**src/rtl/sum_uart_tx.sv**
```systemverilog
// UART transmitter (8N1) with a valid/ready byte input and a registered serial line.
// Optional even parity bit between data and stop when SUM_UART_TX_PARITY_EN is defined.
module sum_uart_tx #(
  parameter int CLKS_PER_BIT = 434,
  parameter int DATA_BITS    = 8
) (
  input  logic                 clk,
  input  logic                 rst_n,
  input  logic                 ena,
  input  logic [DATA_BITS-1:0] tx_data,
  input  logic                 tx_valid,
  output logic                 tx_ready,
  output logic                 tx_serial,
  output logic                 tx_busy,
  output logic                 tx_done
);

  localparam int BW = (CLKS_PER_BIT > 1) ? $clog2(CLKS_PER_BIT) : 1;
  localparam int IW = (DATA_BITS > 1) ? $clog2(DATA_BITS) : 1;
  localparam logic [BW-1:0] BAUD_LAST = BW'(CLKS_PER_BIT - 1);
  localparam logic [BW-1:0] BAUD_PRE  = BW'(CLKS_PER_BIT - 2);
  localparam logic [IW-1:0] BIT_LAST  = IW'(DATA_BITS - 1);

`ifdef SUM_UART_TX_PARITY_EN
  typedef enum logic [2:0] {
    S_IDLE   = 3'd0,
    S_START  = 3'd1,
    S_DATA   = 3'd2,
    S_PARITY = 3'd3,
    S_STOP   = 3'd4
  } state_t;

  function automatic logic even_parity(input logic [DATA_BITS-1:0] d);
    return ^d;
  endfunction

  logic parity_r;
  logic parity_nxt;
`else
  typedef enum logic [2:0] {
    S_IDLE  = 3'd0,
    S_START = 3'd1,
    S_DATA  = 3'd2,
    S_STOP  = 3'd4
  } state_t;
`endif

  state_t               state_r;
  state_t               state_nxt;
  logic [BW-1:0]        baud_r;
  logic [BW-1:0]        baud_nxt;
  logic [IW-1:0]        bit_r;
  logic [IW-1:0]        bit_nxt;
  logic [DATA_BITS-1:0] shift_r;
  logic [DATA_BITS-1:0] shift_nxt;
  logic                 serial_r;
  logic                 serial_nxt;
  logic                 done_r;
  logic                 done_nxt;
  logic                 baud_end_s;
  logic                 accept_s;

  assign tx_ready   = (state_r == S_IDLE) & ena & rst_n;
  assign accept_s   = tx_valid & tx_ready;
  assign baud_end_s = (baud_r == BAUD_LAST);
  assign tx_serial  = serial_r;
  assign tx_done    = done_r;
  assign tx_busy    = (state_r != S_IDLE);

  // Next-state and next-output logic; every register holds unless its state acts on it.
  always_comb begin
    state_nxt  = state_r;
    baud_nxt   = baud_r;
    bit_nxt    = bit_r;
    shift_nxt  = shift_r;
    serial_nxt = serial_r;
    done_nxt   = 1'b0;
`ifdef SUM_UART_TX_PARITY_EN
    parity_nxt = parity_r;
`endif
    case (state_r)
      S_IDLE: begin
        serial_nxt = 1'b1;
        baud_nxt   = {BW{1'b0}};
        bit_nxt    = {IW{1'b0}};
        if (accept_s) begin
          state_nxt  = S_START;
          shift_nxt  = tx_data;
          serial_nxt = 1'b0;
`ifdef SUM_UART_TX_PARITY_EN
          parity_nxt = even_parity(tx_data);
`endif
        end else begin
          state_nxt = S_IDLE;
        end
      end
      S_START: begin
        if (baud_end_s) begin
          state_nxt  = S_DATA;
          baud_nxt   = {BW{1'b0}};
          bit_nxt    = {IW{1'b0}};
          serial_nxt = shift_r[0];
        end else begin
          baud_nxt = baud_r + BW'(1);
        end
      end
      S_DATA: begin
        if (baud_end_s) begin
          baud_nxt = {BW{1'b0}};
          if (bit_r == BIT_LAST) begin
`ifdef SUM_UART_TX_PARITY_EN
            state_nxt  = S_PARITY;
            serial_nxt = parity_r;
`else
            state_nxt  = S_STOP;
            serial_nxt = 1'b1;
`endif
          end else begin
            // Output is registered, so the next bit is taken one position ahead.
            bit_nxt    = bit_r + IW'(1);
            shift_nxt  = {1'b0, shift_r[DATA_BITS-1:1]};
            serial_nxt = shift_r[1];
          end
        end else begin
          baud_nxt = baud_r + BW'(1);
        end
      end
`ifdef SUM_UART_TX_PARITY_EN
      S_PARITY: begin
        if (baud_end_s) begin
          state_nxt  = S_STOP;
          baud_nxt   = {BW{1'b0}};
          serial_nxt = 1'b1;
        end else begin
          baud_nxt = baud_r + BW'(1);
        end
      end
`endif
      S_STOP: begin
        // Raised one edge early so the pulse lands in the final stop-bit cycle.
        done_nxt = (baud_r == BAUD_PRE);
        if (baud_end_s) begin
          state_nxt  = S_IDLE;
          baud_nxt   = {BW{1'b0}};
          serial_nxt = 1'b1;
        end else begin
          baud_nxt = baud_r + BW'(1);
        end
      end
      default: begin
        state_nxt  = S_IDLE;
        baud_nxt   = {BW{1'b0}};
        bit_nxt    = {IW{1'b0}};
        serial_nxt = 1'b1;
      end
    endcase
  end

  // State and output registers; ena low freezes everything.
  always_ff @(posedge clk) begin
    if (!rst_n) begin
      state_r  <= S_IDLE;
      baud_r   <= {BW{1'b0}};
      bit_r    <= {IW{1'b0}};
      shift_r  <= {DATA_BITS{1'b0}};
      serial_r <= 1'b1;
      done_r   <= 1'b0;
`ifdef SUM_UART_TX_PARITY_EN
      parity_r <= 1'b0;
`endif
    end else if (ena) begin
      state_r  <= state_nxt;
      baud_r   <= baud_nxt;
      bit_r    <= bit_nxt;
      shift_r  <= shift_nxt;
      serial_r <= serial_nxt;
      done_r   <= done_nxt;
`ifdef SUM_UART_TX_PARITY_EN
      parity_r <= parity_nxt;
`endif
    end else begin
      state_r  <= state_r;
      baud_r   <= baud_r;
      bit_r    <= bit_r;
      shift_r  <= shift_r;
      serial_r <= serial_r;
      done_r   <= done_r;
`ifdef SUM_UART_TX_PARITY_EN
      parity_r <= parity_r;
`endif
    end
  end

endmodule
```
**config.mk**
```make
export PLATFORM = sky130hd
export DESIGN_NAME = sum_uart_tx
export DESIGN_NICKNAME = d
export VERILOG_FILES = /design/src/rtl/sum_uart_tx.sv
export SDC_FILE = /design/constraint.sdc
export NUM_CORES = 1
export LEC_CHECK = 0
export ABC_AREA = 1
export ABC_CLOCK_PERIOD_IN_PS = 1700
export BUFFER_PORTS_ARGS = -buffer_cell sky130_fd_sc_hd__clkbuf_2
export CAP_MARGIN = 20
export CORE_MARGIN = 8
export CORE_UTILIZATION = 45
export DETAILED_ROUTE_END_ITERATION = 16
export HOLD_SLACK_MARGIN = 0.03
export MAX_ROUTING_LAYER = met4
export RECOVER_POWER = 100
export SLEW_MARGIN = 30
export SYNTH_ARGS = -nofsm -noshare
export SYNTH_HDL_FRONTEND = slang
export SYNTH_SLANG_ARGS = --single-unit
export TNS_END_PERCENT = 50
```
**constraint.sdc**
```tcl
create_clock -name clk -period 1.7 [get_ports clk]
set_clock_uncertainty 0.15 [all_clocks]
set_input_delay 0.085 -clock clk [delete_from_list [all_inputs] [get_ports clk]]
set_output_delay 0.085 -clock clk [all_outputs]
set_load 0.05 [all_outputs]
```
## Yosys cells after proc, flatten, opt, wreduce, memory -nomap -nowiden

Index checks and enable logic that the tools add are counted.
Widths: inputs -> output; s select.

| operators by class | value |
|---|---|
| add/subtract/negate cells | 2 |
| eq/ne operators | 12 |
| mux-type cells | 22 |
| bitwise logic cells | 4 |
| reduce and logical (&&, ||, !) cells | 8 |

Operators with widths:

| kind | number |
|---|---|
| $mux 8 | 3 |
| $eq 9x9->1 const B | 2 |
| $mux 3 | 6 |
| $mux 9 | 2 |
| $pmux 8 s2 | 1 |
| $reduce_and 5->1 | 3 |
| $ne 2x2->1 const B | 6 |
| $pmux 3 s4 | 1 |
| $add 9x1->9 const B | 1 |
| $pmux 3 s3 | 1 |
| $mux 1 | 7 |
| $eq 3x3->1 const B | 2 |
| $pmux 1 s4 | 1 |
| $reduce_and 4->1 | 1 |
| $add 3x1->3 const B | 1 |
| $and 1x1->1 | 3 |
| $eq 3x1->1 const B | 1 |
| $eq 3x2->1 const B | 1 |
| $logic_not 3->1 | 1 |
| $reduce_bool 3->1 | 1 |
| $reduce_or 3->1 | 1 |
| $reduce_bool 2->1 | 1 |
| $not 1->1 | 1 |

| word-level totals | value |
|---|---|
| register bits | 25 |
| input bits | 12 |
| output and inout bits | 4 |
| logic and storage cells | 54 |

## Logic depth before layout (Yosys ltp)

Gate-level depths: netlist (run 1).

| logic depth | value |
|---|---|
| depth after elaboration | 6 |
| mapped depth | 10 |
| mapped depth without buffers | 10 |

## Worst setup path before layout (run 1)

No wires, ideal clock.

| path | value |
|---|---|
| path type | reg-to-reg |
| start | register state_r[1] |
| end | register state_r[0] |
| library setup time | 0.070 ns |
| arrival time | 1.708 ns |
| data required time | 1.480 ns |
| path slack | -0.228 ns |
| cell stages (with the launch flop) | 7 |
| path buffers | 1 |
| clock period less this slack | 1.928 ns |
| cells stage by stage | dfxtp_1 buf_6 nor2_4 nand2_4 nor2_1 nand2_1 a21oi_1 |

| between the ends | value |
|---|---|
| longest elaborated chain between the ends | 6 |
| elaborated cells between the ends (all ways) | 14 |
| those cells by class | eq/ne (7); mux (2); bitwise (3); reduce/logical (2) |

RTL lines:

| what | RTL line | source |
|---|---|---|
| start: declaration | 48 | `state_t state_r;` |
| start signal: assignment | 172 | `state_r <= state_nxt;` |
| start signal: assignment | 182 | `state_r <= state_r;` |
| $logic_not 3->1 | 63 | `assign tx_ready = (state_r == S_IDLE) & ena & rst_n;` |
| $and 1x1->1 (2 in a row) | 63 |  |
| via tx_ready | 12 | `output logic tx_ready,` |
| $and 1x1->1 | 64 | `assign accept_s = tx_valid & tx_ready;` |
| $mux 1 | 86 | `if (accept_s) begin` |
| $pmux 3 s4 | 81 | `case (state_r)` |

The timed path passes the listed nets, and every way through them passes these cells.
A chain may end at the register's enable or synchronous reset.

## Worst setup path after layout (run 1)

| path | value |
|---|---|
| start | register state_r[0] |
| end | output port tx_ready |

| between the ends | value |
|---|---|
| longest elaborated chain between the ends | 3 |

RTL lines:

| what | RTL line |
|---|---|
| $logic_not 3->1 | 63 |
| $and 1x1->1 (2 in a row) | 63 |
| end: declaration | 12 |

No other way between the ends.

==> qor.yml, run 1 <==
via_count: 1403
grt_pass1_wl_um: 5851
seq_area_frac_synth: 0.3132
cp_slowest_cell: "dfxtp_1"
post_drt_wl_per_cell_um: 11.39
cts-root-buf: "clkbuf_4"
drv_cap: 0
synth_cell_type_count: 35
cp-end-kind: "output port"
hold_path_startpoint: "rst_n"
grt_remaining_overflow: 0
drt-vias-per-instance: 4.692
dp_hpwl_um: 2496
synthesis.nets: 240
crit_fanout: 9
synthMuxAreaShare: 0
cts_setup_buffers: 0
place_congestion: 0.8109
p_total_mw: 1.766
leakage_nw: 0.8552
final_core_util: 0.5577
highest_layer: "met4"
yosys_warnings: 0
io_pins: 16
hold_ws_ns: 0.03027
worstHoldPathCells: 5
rows: 21
synthAdderAreaFrac: 0.03915
startpoint: "state_r[0]"
cp-endpoint: "tx_ready"
final_nets: 271
drt_pass1_iterations: 4
hold_violations: 0
setup_violations: 0
coreArea_mm2: 0.003363
timing.rr.end: "shift_r[7]"
synth_xor_xnor_area_share: 0.02193
power.ir.vdd_worst_uv: 382.8
numCtsBuffers: 3
p_int_mw: 1.031
drt_iter0_drc: 73
reg2reg_depth: 9
required_ns: 1.46
cts_tree: "done"
wl_met2_um: 1546
r2r-start: "bit_r[0]"
synth-seq-cells: 25
port_buffers: 15
final_common_cell: "nand2_1"
pwr-share-comb: 0.432
area_growth_syn_to_layout_pct: 17.38
min_path_type: "in -> reg"
pwr-share-seq: 0.410
drv_slew: 0
synth_compound_gate_area_share: 0.07361
worstSkewPairLatency_ns: 0.33
path_cells: "inv_4 > nand2_2 > nor2_2 > clkbuf_2"
n_fill_cell: 356
clock.fmax_mhz: 619.1
initial_core_util: 0.4751
synth_top_area_frac: 0.3132
finalCriticalPeriod_ns: 1.615
syn_area_per_cell_um2: 7.165
synthSimpleGateAreaFrac: 0.4652
grt_max_degree: 16
slew_headroom: 0.5957
layout-drive-gt1-share: 0.2925
slowest_delay_ns: 0.40
grt_pass1_vias: 1301
antenna_found_initial: 0
switching_share: 0.4158
final_cell_mix: "51 x nand2_1, 36 x nor2_1, 22 x dfxtp_1, 20 x nand4_1, 17 x inv_1"
final_area_mm2: 0.001876
run_status: "completed"
ant_nets: 0
cts-htree-levels: 1
reg2reg_slack_ns: 0.13
synth_cells: 223
diodes: 0
pwr-share-clk: 0.158
rsz0062_at_grt: "yes"
drc: 0
p_sw_mw: 0.7342
synth_top_family_by_area: "simple AND/OR/NAND/NOR gates"
clkSlewWorstSetupHoldPaths_ns: 0.14
worst_setup_path_start_kind: "flop"
dpl_cell_area_mm2: 0.001757
crit_type: "reg -> out"
worst_slew_pin_slew_ns: 0.6090
power.density_mw_per_mm2: 941.3
cp.arrival_ns: 1.38
track_usage: 0.1347
cts.sinks: 25
wl_um: 3407
die-area_mm2: 0.005713
m1WireLength_um: 1745
synth_top_area_cell: "dfxtp_1"
netlist_area_mm2: 0.001598
yosys-top-cells-area: "dfxtp_1 31%, nand2_1 12%, nor2_1 8.9%"
dr_wl_met3_um: 87
ctsLongestPathBuffers: 2
period_share: 0.9502
die-width_um: 75.59
fp.dieH_um: 75.59
-- cells by family after synthesis --
kind of cell	after synthesis
compound gates	12
simple gates	145
xor+xnor	4
fa+ha+maj	5
buf+inv	32
flops	25
-- cell usage after synthesis, drive strengths merged --
cell type,count
a21o,1
a21oi,5
buf,5
clkbuf,1
clkinv,1
dfxtp,25
ha,5
inv,25
nand2,61
nand3,7
nand4,20
nor2,52
nor3,2
nor3b,2
o21ai,5
o21bai,1
or2,1
xnor2,1
xor2,3
-- power by group through the flow --
stage,sequential [mW],clock (mW),combinational (mW)
2_1_floorplan,0.736,0,0.604
3_3_place_gp,0.732,0,0.767
3_5_place_dp,0.732,0,0.762
4_1_cts,0.718,0.287,0.781
5_1_grt,0.734,0.316,0.852
6_report,0.724,0.279,0.763
-- per-layer routing --
layer  vias up  GRT usage
li1        770          -
met1       610     0.1781
met2        21     0.2033
met3         2    0.01711
met4         0    0.05117
met5         -          -
-- worst min path at each step --
stage / to / slack, ns
6_report: state_r[0] / 0.03
5_1_grt: shift_r[3] / 0.03
4_1_cts: shift_r[6] / 0.04
3_5_place_dp: state_r[0] / 0.24
3_3_place_gp: state_r[0] / 0.23
2_1_floorplan: state_r[0] / 0.08
-- per-stage QoR --
stage / std cells / setup slack, ns / TNS [ns]
after floorplan: 223 / 0.02794 / 0
after global placement: 286 / 0.09516 / 0
after detailed placement: 286 / 0.07284 / 0
after CTS: 299 / 0.03384 / 0
after global routing: 299 / -0.0006992 / -0.0006992
final: 299 / 0.08465 / 0
-- flip-flops by register name, indices dropped and copies added (netlist names) --
| signal | count |
|---|---|
| baud_r | 9 |
| shift_r | 8 |
| bit_r | 3 |
| state_r | 3 |
| tx_done | 1 |
| tx_serial | 1 |
-- critical path: cells and delay by family, from the launching register on --
kind	cells	cell delay (ns)
buffers and inverters	2	0.43
DFF	1	0.40
and+or+nand+nor	2	0.23
-- repair_timing --
item                                   4_1_cts  5_1_grt
hold buffers                                 9        0
gates resized for setup                      0       12
setup endpoints to repair                    0       12
endpoints found under the hold margin       10        0
-- final cells by class --
class                      count  area, µm²  share of cell area
clock buffer                   4      26.28             0.01401
inverter                      26      102.6             0.05470
multi-input combinational    166      962.2              0.5130
sequential                    25      504.2              0.2688
tap                           46      57.56             0.03069
timing repair buffer          32      222.7              0.1187
No activity file was read; power rests on OpenSTA's default activity.
==> run 2, diff against run 1 <==
--- a/config.mk
+++ b/config.mk
@@ -9,11 +9,13 @@
 export ABC_CLOCK_PERIOD_IN_PS = 1700
 export BUFFER_PORTS_ARGS = -buffer_cell sky130_fd_sc_hd__clkbuf_2
 export CAP_MARGIN = 20
+export CELL_PAD_IN_SITES_DETAIL_PLACEMENT = 1
+export CELL_PAD_IN_SITES_GLOBAL_PLACEMENT = 1
 export CORE_MARGIN = 8
-export CORE_UTILIZATION = 45
+export CORE_UTILIZATION = 42
 export DETAILED_ROUTE_END_ITERATION = 16
 export HOLD_SLACK_MARGIN = 0.03
-export MAX_ROUTING_LAYER = met4
+export PLACE_DENSITY_LB_ADDON = 0.1
 export RECOVER_POWER = 100
 export SLEW_MARGIN = 30
 export SYNTH_ARGS = -nofsm -noshare
==> constraint.sdc (replaced) <==
create_clock -name clk -period 1.7 [get_ports clk]
set_clock_uncertainty 0.15 [all_clocks]
set_input_delay 0.085 -clock clk [delete_from_list [all_inputs] [get_ports clk]]
set_output_delay 0.085 -clock clk [all_outputs]
set_load 0.02 [all_outputs]
==> run 2 against run 1 <==
Via count grew 4.6%. Sequential power is essentially flat. Combinational power is essentially flat. Cell count shrank 1.3%. Clock power grew 33%. Maximum frequency grew 0.91%. Total power grew 5.3%. Count of clock-buffer cells in the layout is the same. Core utilization shrank 4.4 points. Non-clock buffer count shrank 6. Die area grew 5.6%. Critical path type is now reg -> reg. Critical endpoint is now shift_r[4]. Largest power group unchanged.
==> qor.yml, run 2 (same netlist as run 1, synthesis figures left out) <==
run_status: "completed"
via_count: 1467  # +4.6%
final_nets: 265  # -2.2%
r2r-start: "baud_r[1]"
grt_pass1_wl_um: 7079  # +21%
worstHoldPathCells: 5  # unchanged
coreArea_mm2: 0.003661  # +8.9%
ctsLongestPathBuffers: 2  # unchanged
grt_remaining_overflow: 0  # unchanged
clkSlewWorstSetupHoldPaths_ns: 0.09  # -0.05 ns
worstSkewPairLatency_ns: 0.28  # -0.05 ns
diodes: 0  # unchanged
final_cell_mix: "50 x nand2_1, 35 x nor2_1, 21 x dfxtp_1, 20 x nand4_1, 17 x inv_1"
drt-vias-per-instance: 4.973  # +6.0%
initial_core_util: 0.4364  # -0.03864
min_path_type: "in -> reg"
timing.rr.end: "shift_r[4]"
reg_top3: "baud_r (9), shift_r (8)"
regMostFlops: "baud_r"
cp-endpoint: "shift_r[4]"
cp_slowest_cell: "dfxtp_4"
final_common_cell: "nand2_1"
layout-drive-gt1-share: 0.3158  # +0.02330
reg2reg_slack_ns: 0.1  # -0.03 ns
reg2reg_depth: 10  # +1
drc: 0  # unchanged
antenna_found_initial: 0  # unchanged
leakage_nw: 0.8428  # -1.4%
worst_setup_path_start_kind: "flop"
wl_um: 4075  # +20%
pre_cts_ws_ns: -0.008649  # -0.08148 ns
place_congestion: 0.8176  # +0.83%
numCtsBuffers: 3  # unchanged
drt_pass1_iterations: 4  # unchanged
layout.cells.non_filler: 295  # -1.3%
setup_ws_ns: 0.09917  # +0.01452 ns
path_cells: "inv_2 > ha_4 > nand2_2 > nor2_4 > nand2_4 > nand2_2 > nand3_2 > nor2_4 > nor2_1 > nor2_1"
hold_violations: 0  # unchanged
die-width_um: 77.68  # +2.8%
required_ns: 1.77  # +0.31 ns
die-area_mm2: 0.006034  # +5.6%
finalCriticalPeriod_ns: 1.601  # -0.01452 ns
drv_slew: 0  # unchanged
power.ir.vdd_worst_uv: 495.0  # +29%
cp.arrival_ns: 1.67  # +0.29 ns
fp.dieH_um: 77.68  # +2.8%
clock.fmax_mhz: 624.7  # +0.91%
grt_max_degree: 21  # +5
ant_nets: 0  # unchanged
cts-htree-levels: 1  # unchanged
slew_headroom: 0.7842  # +0.1885
crit_fanout: 8  # -1
crit_type: "reg -> reg"
power.density_mw_per_mm2: 987.8  # +4.9%
cts.sinks: 25  # unchanged
cts_tree: "done"
track_usage: 0.1371  # +0.002397
dp_hpwl_um: 3035  # +22%
cp-end-kind: "flop"
worst_slew_pin_slew_ns: 0.3212  # -0.2878 ns
cp_num_cells: 10  # +6
startpoint: "baud_r[1]"
period_share: 0.9417  # -0.008540
area_growth_syn_to_layout_pct: 17.78
io_pins: 16  # unchanged
p_total_mw: 1.859  # +5.3%
setup_violations: 0  # unchanged
cts-root-buf: "clkbuf_8"
post_drt_wl_per_cell_um: 13.81  # +21%
largest_reg_flops: 9  # unchanged
dp_cells: 286  # unchanged
slowest_delay_ns: 0.36  # -0.04 ns
port_buffers: 15  # unchanged
drv_cap: 0  # unchanged
drt_iter0_drc: 107  # +47%
path_delay_family: "simple AND/OR/NAND/NOR gates"
grt_pass1_vias: 1576  # +21%
cp.buffers_inverters: 1  # -1
rows: 22  # +4.8%
run 2: worst min path at each step:
| stage | start | end | slack, ns |
|---|---|---|---|
| 6_report | rst_n | state_r[0] | 0.03 |
| 5_1_grt | rst_n | state_r[0] | 0.08 |
| 4_1_cts | rst_n | state_r[0] | 0.03 |
| 3_5_place_dp | tx_valid | state_r[0] | 0.23 |
| 3_3_place_gp | tx_valid | state_r[0] | 0.22 |
| 2_1_floorplan | tx_valid | state_r[0] | 0.08 |
run 2: power by group:
part | total (mW) | leakage (nW) | switching (mW) | internal [mW]
logic | 0.761 | 0.614 | 0.488 | 0.274
registers | 0.727 | 0.206 | 0.0655 | 0.661
clock network | 0.371 | 0.0228 | 0.203 | 0.168
total | 1.86 | 0.843 | 0.756 | 1.10
run 2: routing by layer:
layer | vias to the layer above | wire length [µm] | global-route usage
li1 | 754 | - | -
met1 | 697 | 1810 | 0.1593
met2 | 14 | 2135 | 0.2498
met3 | 2 | 106 | 0.02765
met4 | 0 | 23 | 0.03019
met5 | - | 0 | 0
run 2: layout make-up:
cell class	instances	area, µm²
Fill cell	478	1779
Multi-Input combinational cell	166	1006
Sequential cell	25	508.0
Timing Repair Buffer	26	160.2
Inverter	26	102.6
Tap cell	48	60.06
Clock buffer	4	45.04
run 2: through the flow:
| step | hold slack, ns | utilization | area, µm² | TNS (ns) |
|---|---|---|---|---|
| 2_1_floorplan | 0.08403 | - | 1598 | 0 |
| 3_3_place_gp | 0.2154 | 0.4757 | 1742 | 0 |
| 3_5_place_dp | 0.2271 | 0.4757 | 1742 | -0.01239 |
| 4_1_cts | 0.03358 | 0.4973 | 1821 | 0 |
| 5_1_grt | 0.07932 | 0.5140 | 1882 | -0.003167 |
| 6_report | 0.02943 | 0.5140 | 1882 | 0 |
run 2: timing repair:
action	in CTS	in global routing
buffers inserted	0	2
setup endpoints to repair	11	20
hold buffers	3	0
hold endpoints to repair	3	0
resized for setup	3	15
pin swaps	2	11
run 2: tightest hold or removal path, cell delays in order:
cell      delay [ns]
clkbuf_2        0.09
nand2_1         0.08
nor2_1          0.06
nand2_1         0.05
a21oi_1         0.05
==> run 3, diff against run 2 <==
--- a/config.mk
+++ b/config.mk
@@ -11,7 +11,8 @@
 export CAP_MARGIN = 20
 export CELL_PAD_IN_SITES_DETAIL_PLACEMENT = 1
 export CELL_PAD_IN_SITES_GLOBAL_PLACEMENT = 1
-export CORE_MARGIN = 8
+export CORE_ASPECT_RATIO = 2
+export CORE_MARGIN = 2
 export CORE_UTILIZATION = 42
 export DETAILED_ROUTE_END_ITERATION = 16
 export HOLD_SLACK_MARGIN = 0.03
==> constraint.sdc (replaced) <==
create_clock -name clk -period 1.7 [get_ports clk]
set_clock_uncertainty 0.15 [all_clocks]
set_input_delay 0.085 -clock clk [delete_from_list [all_inputs] [get_ports clk]]
set_output_delay 0.085 -clock clk [all_outputs]
set_load 0.005 [all_outputs]
==> run 3 against run 2 <==
Core utilization grew 0.73 points. Setup slack got worse by 0.064 ns. Clock power about the same. Sequential power grew 1%. Via count rose by 1.8%. Largest cell class unchanged. Critical path type unchanged. Wire length increased by 3.6%. Critical path depth is the same.
==> qor.yml, run 3 (same netlist as run 1, synthesis figures left out) <==
final_common_cell: "nand2_1"
reg_top3: "baud_r (9), shift_r (8)"
final_nets: 267  # +0.75%
dp_cells: 288  # +0.70%
slowest_delay_ns: 0.34  # -0.02 ns
wl_um: 4222  # +3.6%
clkSlewWorstSetupHoldPaths_ns: 0.09  # about the same
power.ir.vdd_worst_uv: 446.3  # -9.8%
rsz0062_at_grt: "yes"
crit_fanout: 8  # unchanged
slew_headroom: 0.7866  # +0.002393
min_path_type: "in -> reg"
diodes: 0  # unchanged
cts-htree-levels: 1  # unchanged
cts-root-buf: "clkbuf_8"
p_sw_mw: 0.7477  # -1.0%
run_status: "completed"
cts.sinks: 25  # unchanged
die-width_um: 47.62  # -39%
worstSkewPairLatency_ns: 0.28  # about the same
clock.fmax_mhz: 600.8  # -3.8%
hold_path_startpoint: "tx_data[7]"
layout.cells.non_filler: 298  # +1.0%
r2r-start: "baud_r[1]"
track_usage: 0.2137  # +0.07664
period_share: 0.9791  # +0.03740
post_drt_wl_per_cell_um: 14.17  # +2.6%
initial_core_util: 0.4382  # +0.001797
coreArea_mm2: 0.003646  # -0.41%
power.density_mw_per_mm2: 978.6  # -0.93%
grt_pass1_wl_um: 6851  # -3.2%
drt_iter0_drc: 5  # -95%
finalCriticalPeriod_ns: 1.664  # +0.06359 ns
required_ns: 1.76  # about the same
drv_slew: 0  # unchanged
place_congestion: 0.8220  # +0.54%
pwr-share-comb: 0.404  # -0.006
drt-vias-per-instance: 5.010  # +0.75%
final_core_util: 0.5213  # +0.007265
ctsLongestPathBuffers: 2  # unchanged
dp_hpwl_um: 3313  # +9.2%
cp.arrival_ns: 1.72  # +0.05 ns
cp-end-kind: "flop"
drt_pass1_iterations: 4  # unchanged
pre_cts_ws_ns: -0.02111  # -0.01246 ns
antenna_found_initial: 0  # unchanged
startpoint: "baud_r[1]"
worst_slew_pin_slew_ns: 0.3176  # -0.003561 ns
via_count: 1493  # +1.8%
grt_max_degree: 16  # -24%
ant_nets: 0  # unchanged
grt_remaining_overflow: 0  # unchanged
hold_violations: 0  # unchanged
pwr-share-clk: 0.201  # +0.002
switching_share: 0.4020  # -0.004460
area_growth_syn_to_layout_pct: 18.95
io_pins: 16  # unchanged
leakage_nw: 0.8489  # +0.72%
regMostFlops: "baud_r"
fp.dieH_um: 91.23  # +17%
port_buffers: 15  # unchanged
setup_ws_ns: 0.03558  # -0.06359 ns
numCtsBuffers: 3  # unchanged
largest_reg_flops: 9  # unchanged
setup_violations: 0  # unchanged
crit_top_cell: "nand2_2"
crit_type: "reg -> reg"
drc: 0  # unchanged
cp_slowest_cell: "dfxtp_2"
cts_tree: "done"
rows: 31  # +41%
drv_cap: 0  # unchanged
p_int_mw: 1.112  # +0.80%
path_cells: "inv_2 > ha_4 > nand2_2 > nor2_2 > nand2_2 > nand2_2 > nand3_2 > nor2_4 > nor2_2 > nor2_1"
final_cell_mix: "50 x nand2_1, 36 x nor2_1, 22 x dfxtp_1, 20 x nand4_1, 17 x inv_1"
worst_setup_path_start_kind: "flop"
layout-drive-gt1-share: 0.3414  # +0.02558
grt_pass1_vias: 1639  # +4.0%
die-area_mm2: 0.004344  # -28%
pwr-share-seq: 0.395  # +0.004
## run 3: cell types whose count changed in the layout (fill, tap and decap cells not counted), moves of 2 or more
| cell | previous run | this run |
|---|---|---|
| dlygate4sd3_1 | 3 | 1 |
| clkbuf_1 | 5 | 0 |
| buf_4 | 8 | 12 |
| clkbuf_2 | 11 | 15 |
## run 3: cell type report
class / instances / area, µm²
repair buffers: 28 / 175.2
flip-flops and latches: 25 / 504.2
multi-input cells: 166 / 1008
inverters: 26 / 102.6
well taps: 49 / 61.31
clock inverters: 1 / 7.507
clock buffers: 3 / 41.29
fillers: 504 / 1745
## run 3: worst paths after layout
| check | end | slack [ns] | cells past startpoint |
|---|---|---|---|
| max | shift_r[1] | 0.04 | 10 |
| min | shift_r[7] | 0.02 | 5 |
| max reg2reg | shift_r[1] | 0.04 | 10 |
| min reg2reg | tx_done | 0.34 | 2 |
## run 3: power groups by stage
stage / sequential (mW) / clock (mW) / combinational [mW]
2_1_floorplan: 0.718 / 0 / 0.560
3_3_place_gp: 0.733 / 0 / 0.701
3_5_place_dp: 0.737 / 0 / 0.727
4_1_cts: 0.728 / 0.384 / 0.737
5_1_grt: 0.743 / 0.402 / 0.846
6_report: 0.735 / 0.374 / 0.751
## run 3: critical path, delay by kind of cell, from the launching register on
kind,cells,cell delay [ns]
DFF,1,0.34
buffers and inverters,1,0.07
adders and majority gates,1,0.12
and+or+nand+nor,8,0.91
## run 3: timing repair
item / CTS / global route
pin swaps: 2 / 6
endpoints found under the setup margin: 11 / 11
cloned: 0 / 0
hold buffers: 1 / 0
setup buffers: 0 / 5
resized for setup: 5 / 10
hold endpoints to repair: 1 / 0
## run 3: routing by layer
layer / vias up / track usage / wire, µm
met3: 5 / 0.01988 / 63
met1: 712 / 0.1879 / 1412
li1: 758 / - / -
met2: 18 / 0.4302 / 2681
met5: - / 0 / 0
met4: 0 / 0.07883 / 65
## run 3: through the flow
stage	power [mW]	cell area [µm²]	setup TNS (ns)	hold slack, ns
floorplan	1.278	1598	0	0.08232
global placement	1.433	1750	0	0.2239
detailed placement	1.464	1750	-0.09847	0.2369
CTS	1.850	1827	0	0.03736
global route	1.991	1901	-0.1901	0.08213
finish	1.860	1901	0	0.02382
